File: src/rtl/inv_sub_bytes_seq.sv
// Sequential InvSubBytes engine: inverse affine transform followed by the GF(2^8)
// multiplicative inverse, LANES bytes per cycle, with valid/ready on both sides.

module gf_mulinv_8 (
  input  logic [7:0] a,
  output logic [7:0] y
);

  logic [7:0] pw;

  function automatic logic [7:0] gf_mul(input logic [7:0] x, input logic [7:0] z);
    logic [7:0] p;
    logic [7:0] acc;
    p   = 8'h00;
    acc = x;
    for (int i = 0; i < 8; i++) begin
      if (z[i]) p = p ^ acc;
      acc = {acc[6:0], 1'b0} ^ (acc[7] ? 8'h1b : 8'h00);
    end
    return p;
  endfunction

  // a^254 is the inverse in GF(2^8) and naturally maps 0 to 0
  always_comb begin
    pw = a;
    for (int i = 0; i < 6; i++) pw = gf_mul(gf_mul(pw, pw), a);
    y = gf_mul(pw, pw);
  end

endmodule

module inv_sub_bytes_seq #(
  parameter int LANES  = 1,
  parameter int NBYTES = 4
) (
  input  logic        CLK,
  input  logic        RSTn,
  input  logic [31:0] din,
  input  logic        din_vld,
  output logic        din_rdy,
  output logic [31:0] dout,
  output logic        dout_vld,
  input  logic        dout_rdy,
  output logic        busy
);

  localparam int NGROUPS = NBYTES / LANES;
  localparam int CW      = (NGROUPS > 1) ? $clog2(NGROUPS) : 1;
  localparam int GW      = LANES * 8;

  localparam logic [1:0]    IDLE = 2'd0;
  localparam logic [1:0]    BUSY = 2'd1;
  localparam logic [1:0]    DONE = 2'd2;
  localparam logic [CW-1:0] LAST = CW'(NGROUPS - 1);

  generate
    if (!(LANES == 1 || LANES == 2 || LANES == 4)) begin : g_bad_lanes
      $error("inv_sub_bytes_seq: LANES must be 1, 2 or 4");
    end
    if (NBYTES != 4) begin : g_bad_nbytes
      $error("inv_sub_bytes_seq: NBYTES is fixed at 4");
    end
  endgenerate

  logic [1:0]    state;
  logic [CW-1:0] cnt;
  logic [31:0]   word_q;
  logic [31:0]   dout_q;
  logic          dout_vld_q;
  logic [GW-1:0] group_in;
  logic [GW-1:0] group_out;
  logic [31:0]   dout_next;

  function automatic logic [7:0] inv_affine(input logic [7:0] s);
    logic [7:0] t;
    t = 8'h00;
    for (int i = 0; i < 8; i++) t[i] = s[(i + 2) % 8] ^ s[(i + 5) % 8] ^ s[(i + 7) % 8];
    return t ^ 8'h05;
  endfunction

  // cnt selects which lane group of the latched word is processed this cycle;
  // only that group of the output register is replaced
  generate
    if (NGROUPS == 1) begin : g_one_group
      assign group_in  = word_q;
      assign dout_next = group_out;
    end else begin : g_multi_group
      logic [NGROUPS-1:0][GW-1:0] word_slots;
      logic [NGROUPS-1:0][GW-1:0] dout_slots;
      assign word_slots = word_q;
      assign group_in   = word_slots[cnt];
      always_comb begin
        dout_slots      = dout_q;
        dout_slots[cnt] = group_out;
      end
      assign dout_next = dout_slots;
    end
  endgenerate

  for (genvar l = 0; l < LANES; l++) begin : g_lane
    logic [7:0] aff;
    assign aff = inv_affine(group_in[l*8 +: 8]);
    gf_mulinv_8 u_inv (
      .a (aff),
      .y (group_out[l*8 +: 8])
    );
  end

  assign busy     = (state == BUSY);
  assign din_rdy  = (state == IDLE) || ((state == DONE) && dout_rdy);
  assign dout     = dout_q;
  assign dout_vld = dout_vld_q;

  // DONE accepts a new word in the same cycle the result is taken, so
  // back-to-back words leave no idle cycle between them
  always_ff @(posedge CLK) begin
    if (!RSTn) begin
      state      <= IDLE;
      cnt        <= '0;
      word_q     <= 32'h0;
      dout_q     <= 32'h0;
      dout_vld_q <= 1'b0;
    end else begin
      case (state)
        IDLE: begin
          if (din_vld) begin
            word_q <= din;
            cnt    <= '0;
            state  <= BUSY;
          end
        end
        BUSY: begin
          dout_q <= dout_next;
          if (cnt == LAST) begin
            dout_vld_q <= 1'b1;
            state      <= DONE;
          end else begin
            cnt <= cnt + CW'(1);
          end
        end
        DONE: begin
          if (dout_rdy) begin
            dout_vld_q <= 1'b0;
            if (din_vld) begin
              word_q <= din;
              cnt    <= '0;
              state  <= BUSY;
            end else begin
              state <= IDLE;
            end
          end
        end
        default: begin
          state      <= IDLE;
          dout_vld_q <= 1'b0;
        end
      endcase
    end
  end

endmodule
File: config.mk
export PLATFORM = sky130hd
export DESIGN_NAME = inv_sub_bytes_seq
export DESIGN_NICKNAME = d
export VERILOG_FILES = /design/src/rtl/inv_sub_bytes_seq.sv
export SDC_FILE = /design/constraint.sdc
export NUM_CORES = 1
export LEC_CHECK = 0
export BUFFER_PORTS_ARGS = -buffer_cell sky130_fd_sc_hd__buf_4
export CAP_MARGIN = 20
export CORE_ASPECT_RATIO = 2
export CORE_UTILIZATION = 30
export CTS_BUF_LIST = sky130_fd_sc_hd__clkbuf_2
export DETAILED_ROUTE_END_ITERATION = 8
export PLACE_DENSITY = 0.5
export SLEW_MARGIN = 20
export SYNTH_ARGS = -nofsm -noshare
export SYNTH_HDL_FRONTEND = slang
export SYNTH_SLANG_ARGS = --single-unit
File: constraint.sdc
create_clock -name CLK -period 26.5 [get_ports CLK]
set_input_delay 1.325 -clock CLK [delete_from_list [all_inputs] [get_ports CLK]]
set_output_delay 1.325 -clock CLK [all_outputs]
set_load 0.02 [all_outputs]
==> results.json, run 1 <==
{
  "tritoncts": "done",
  "area_delta_synth_final_pct": 7.05,
  "cts_sinks": 69,
  "critPathSlowestCell": "mux4_2",
  "period_minus_slack_ps": 25000,
  "max_freq_mhz": 40.0,
  "clkLatencyLatePin_ps": 590,
  "grt_usage_pct": 20.7,
  "placementRows": 129,
  "cts.clk_slew.worst_paths_ps": 210,
  "crit_type": "reg2reg",
  "routedWlPerCell_um": 21.3,
  "final-setup-viol-count": 0,
  "cts-buffers-inserted": 9,
  "slew_headroom_pct": 36.1,
  "grt_max_degree": 74,
  "chipWidth_um": 179,
  "synth_cell_types": 107,
  "slew_viol_final": 0,
  "grt_pass1_wl_mm": 101,
  "critPathBufInv": 6,
  "rsz0062_at_grt": "false",
  "seq_area_frac_synth_pct": 7.38,
  "port_buffers": 70,
  "dp_hpwl_mm": 49.5,
  "ant_nets": 0,
  "grt_pass1_vias": 17200,
  "syn_inst": 2352,
  "drv_cap": 0,
  "arrival_ps": 25470,
  "cts-root-buf": "clkbuf_2",
  "nFillCells": 6530,
  "tightest_slew_ps": 952,
  "finalSetupTns_ps": 0,
  "overflow": 0,
  "die_h_um": 355,
  "cts_setup_buffers": 0,
  "synth_edf_count": 0,
  "drc": 0,
  "start_util_pct": 30.3,
  "synthFlopType": "dfxtp_1",
  "critPathLaunchType": "flip-flop",
  "drt-total-wl_mm": 66.0,
  "cp_max_fo": 35,
  "period_share_pct": 94.3,
  "via_per_inst": 5.46,
  "syn_avg_cell_area_um2": 7.96,
  "dieArea_um2": 63500,
  "drtPass1Iterations": 6,
  "finalClockSkew_ps": 37.2,
  "synth_nets": 2398,
  "critPathTopFamily": "XOR/XNOR gates",
  "yosysWarnings": 0,
  "cts_resized": 0,
  "final_cell_mix": "340 x nand2_1, 301 x xnor2_1, 243 x nor2_1",
  "grt_antenna_before_repair": 1,
  "place_congestion": 0.907,
  "syn-cell-area_um2": 18700,
  "ys_seq_elements": 69,
  "clk_path_buf_depth": 2,
  "drt_iter0_drc": 1063,
  "cp.required_ps": 26970,
  "htree_levels": 3,
  "hold_path_class": "reg2reg",
  "nets": 2346,
  "critical_path.most_common_cell": "xnor2_1",
  "status": "complete, no violations",
  "slowest_delay_ps": 840,
  "core-area_um2": 61800,
  "io-pin-count": 71,
  "critPathCaptureType": "flip-flop",
  "hold_violations": 0,
  "drive_above_1_share_pct": 13.7,
  "layout_commonest_cell": "nand2_1",
  "async_flop_share_pct": 0,
  "vias": 16900,
  "hold_buffers": 0
}
tightest hold or removal path, cell delays in order (launching register included):
cell	delay, ps
dfxtp_1	340
nand2_1	50
a21boi_0	60
kinds of logic (layout without fill, tap and decap cells):
| logic type | count (synthesis) | in the layout | share of synthesized area [%] |
|---|---|---|---|
| other | 0 | 1 | 0 |
| buffers and inverters | 217 | 168 | 5.30 |
| muxes | 87 | 88 | 5.28 |
| DFF | 69 | 69 | 7.38 |
| and+or+nand+nor | 819 | 819 | 19.3 |
| AOI/OAI and AO/OA | 502 | 502 | 18.2 |
| adders and majority gates | 11 | 11 | 0.728 |
| xor gates and xnor gates | 647 | 647 | 43.8 |
stage by stage:
stage	instance area (um2)	cells	setup WS, ps	utilization (%)	hold slack, ps
after floorplan	18700	2352	5690	-	440
after global placement	19800	3073	1290	32.1	453
after detailed placement	19800	3073	734	32.1	459
after CTS	19900	3088	609	32.3	481
after global routing	20000	3091	25.9	32.4	505
final	20000	3091	1500	32.4	478
layout make-up:
type,count,area (um2),area share (%)
inverter,28,105,0.524
multi-input combinational,2067,16500,82.4
tap,786,983,4.91
clock inverter,4,50.0,0.250
sequential,69,1380,6.90
timing repair buffer,125,946,4.72
antenna,1,2.50,0.0125
clock buffer,11,55.1,0.275
path summary, 6_finish.rpt:
kind	from	end	slack, ps	depth (start not counted)
worst max-delay path	cnt[0]	dout[27]	1500	75
worst min-delay path	g_multi_group.word_slots[5]	g_multi_group.word_slots[5]	480	2
worst max register to register	cnt[0]	dout[27]	1500	75
worst min register to register	g_multi_group.word_slots[5]	g_multi_group.word_slots[5]	480	2
cell usage after synthesis (20+ instances only):
master	n	area [um2]
nand2_1	340	1280
xnor2_1	307	2690
nor2_1	243	912
xor2_1	137	1200
clkbuf_1	115	432
a21oi_1	109	546
xnor3_1	92	2070
o21ai_0	89	445
dfxtp_1	69	1380
mux2i_1	65	651
nor3_1	59	295
a21boi_0	51	383
xnor2_2	49	797
nand3_1	42	210
buf_2	33	165
and2_1	31	194
a31oi_1	21	131
nor2b_1	21	131
o21ai_1	21	105
o22ai_1	21	131
a211oi_1	20	150
inv_1	20	75.1
sequential cells by signal, indices dropped and copies added, names as in the netlist:
register / cells
dout_vld: 1
state: 2
cnt: 2
g_multi_group.word_slots: 32
dout: 32
metal layers:
metal | wire [um] | GRT usage [%] | vias up
met5 | 0 | 0 | -
met4 | 5660 | 16.1 | 0
met3 | 2470 | 1.55 | 238
met2 | 36100 | 40.6 | 604
met1 | 21800 | 19.1 | 8016
li1 | - | - | 8014
Power of run 1 is not shown: default switching activity piles up to over one toggle a cycle in this logic, so the estimate is an artifact.
==> run 2: changes to the inputs <==
CTS_BUF_LIST = not set   (was sky130_fd_sc_hd__clkbuf_2)
==> run 2 against run 1 <==
- core utilization increased by 0.30 points
- critical path type unchanged
- first-iteration DRC count fell by 5.5%
- sequential cell count unchanged
- clock skew decreased by 28 ps
- wire length down 0.12%
- hold slack worse by 13 ps
- setup slack improved by 13 ps
- non-clock buffer count stayed put
- final area is 0.92% higher
==> results.json, run 2 (same netlist as run 1, synthesis figures left out) <==
{
  "period_minus_slack_ps": 24990,
  "nFillCells": 6512,
  "cts_sinks": 69,
  "worstHoldEndpoint": "g_multi_group.word_slots[5]",
  "drt-total-wl_mm": 65.9,
  "critical_path.startpoint": "cnt[0]",
  "critPathLaunchType": "flip-flop",
  "grt_antenna_before_repair": 0,
  "min_from": "g_multi_group.word_slots[5]",
  "max_freq_mhz": 40.0,
  "grt_pass1_vias": 17200,
  "r2r-end": "dout[28]",
  "cts-buffers-inserted": 9,
  "layout.cells.non_filler": 3090,
  "clkLatencyLatePin_ps": 350,
  "dp_hpwl_mm": 49.5,
  "place_congestion": 0.907,
  "cts-root-buf": "clkbuf_16",
  "clk_path_buf_depth": 2,
  "slowest_delay_ps": 860,
  "layout_commonest_cell": "nand2_1",
  "routedWlPerCell_um": 21.3,
  "place_inst": 3073,
  "hold_buffers": 0,
  "grt_pass1_wl_mm": 101,
  "core-area_um2": 61800,
  "diodes": 0,
  "nets": 2346,
  "placementRows": 129,
  "finalSetupTns_ps": 0,
  "slew_viol_final": 0,
  "grt_max_degree": 74,
  "arrival_ps": 25260,
  "start_util_pct": 30.3,
  "critPathBufInv": 4,
  "critical_path.most_common_cell": "xnor3_1",
  "cp_max_fo": 35,
  "final_cell_mix": "340 x nand2_1, 301 x xnor2_1, 243 x nor2_1",
  "tritoncts": "done",
  "drv_cap": 0,
  "die_h_um": 355,
  "status": "complete, no violations",
  "tightest_slew_ps": 952,
  "cp.required_ps": 26780,
  "rsz0062_at_grt": "false",
  "r2r_slack_ps": 1510,
  "critPathCaptureType": "flip-flop",
  "crit_type": "reg2reg",
  "dieArea_um2": 63500,
  "reg2reg_depth": 69,
  "overflow": 0,
  "slew_headroom_pct": 36.1,
  "critPathSlowestCell": "xor3_1",
  "vias": 16800,
  "port_buffers": 70,
  "period_share_pct": 94.3,
  "hold_path_class": "reg2reg",
  "chipWidth_um": 179,
  "drtPass1Iterations": 5,
  "via_per_inst": 5.44,
  "final_util_pct": 32.7,
  "final-setup-viol-count": 0,
  "critPathTopFamily": "XOR/XNOR gates",
  "hold_violations": 0,
  "drive_above_1_share_pct": 13.5,
  "cts.clk_slew.worst_paths_ps": 60,
  "holdPathStages": 2,
  "drc": 0,
  "grt_usage_pct": 20.7,
  "reg2reg_from": "cnt[0]",
  "htree_levels": 3,
  "io-pin-count": 71,
  "area_delta_synth_final_pct": 8.04,
  "finalClockSkew_ps": 8.73,
  "drt_iter0_drc": 1005,
  "ant_nets": 0
}
## run 2: cell count changes in the layout (fill, tap and decap cells not counted)
cell / delta
clkbuf_1: +2
clkbuf_16: +9
clkbuf_2: -11
diode_2: -1
xnor3_1: +1
xnor3_2: -1
xor2_2: -1
xor2_4: +1
## run 2: layout make-up
class                           count  area (um2)  area share (%)
Timing Repair Buffer              125         946            4.67
Clock buffer                       11         233            1.15
Tap cell                          786         983            4.86
Inverter                           28         105           0.519
Multi-Input combinational cell   2067       16500            81.7
Clock inverter                      4        50.0           0.247
Sequential cell                    69        1380            6.84
## run 2: repair_timing
| item | in CTS | in global routing |
|---|---|---|
| gates resized for setup | 0 | 9 |
| endpoints found under the hold margin | 0 | 0 |
| setup endpoints to repair | 0 | 32 |
| setup buffers | 0 | 0 |
## run 2: how the worst max path moves through the flow
stage               endpoint  depth (start not counted)
floorplan           dout[17]                         81
global placement    dout[25]                         73
detailed placement  dout[17]                         72
CTS                 dout[25]                         72
global route        dout[10]                         74
finish              dout[28]                         69
## run 2: worst min-delay path, delay by kind of cell (launching register included)
kind               cells  cell delay, ps
and+or+nand+nor        1              50
DFF                    1             300
AOI/OAI and AO/OA      1              60
## run 2: routing by layer
metal  track usage [%]  routed length, um  vias up
met5                 0                  0        -
met4              16.1               5600        0
met3              1.65               2210      228
met2              40.6              36000      543
met1              19.1              22100     8032
li1                  -                  -     8018
## run 2: stage by stage
step / hold WS, ps / worst slack, ps / area [um2]
6_report: 464 / 1510 / 20200
5_1_grt: 488 / 12.5 / 20200
4_1_cts: 468 / 661 / 20100
3_5_place_dp: 459 / 734 / 19800
3_3_place_gp: 453 / 1290 / 19800
2_1_floorplan: 440 / 5690 / 18700
Power of run 2 is left out for the same reason.
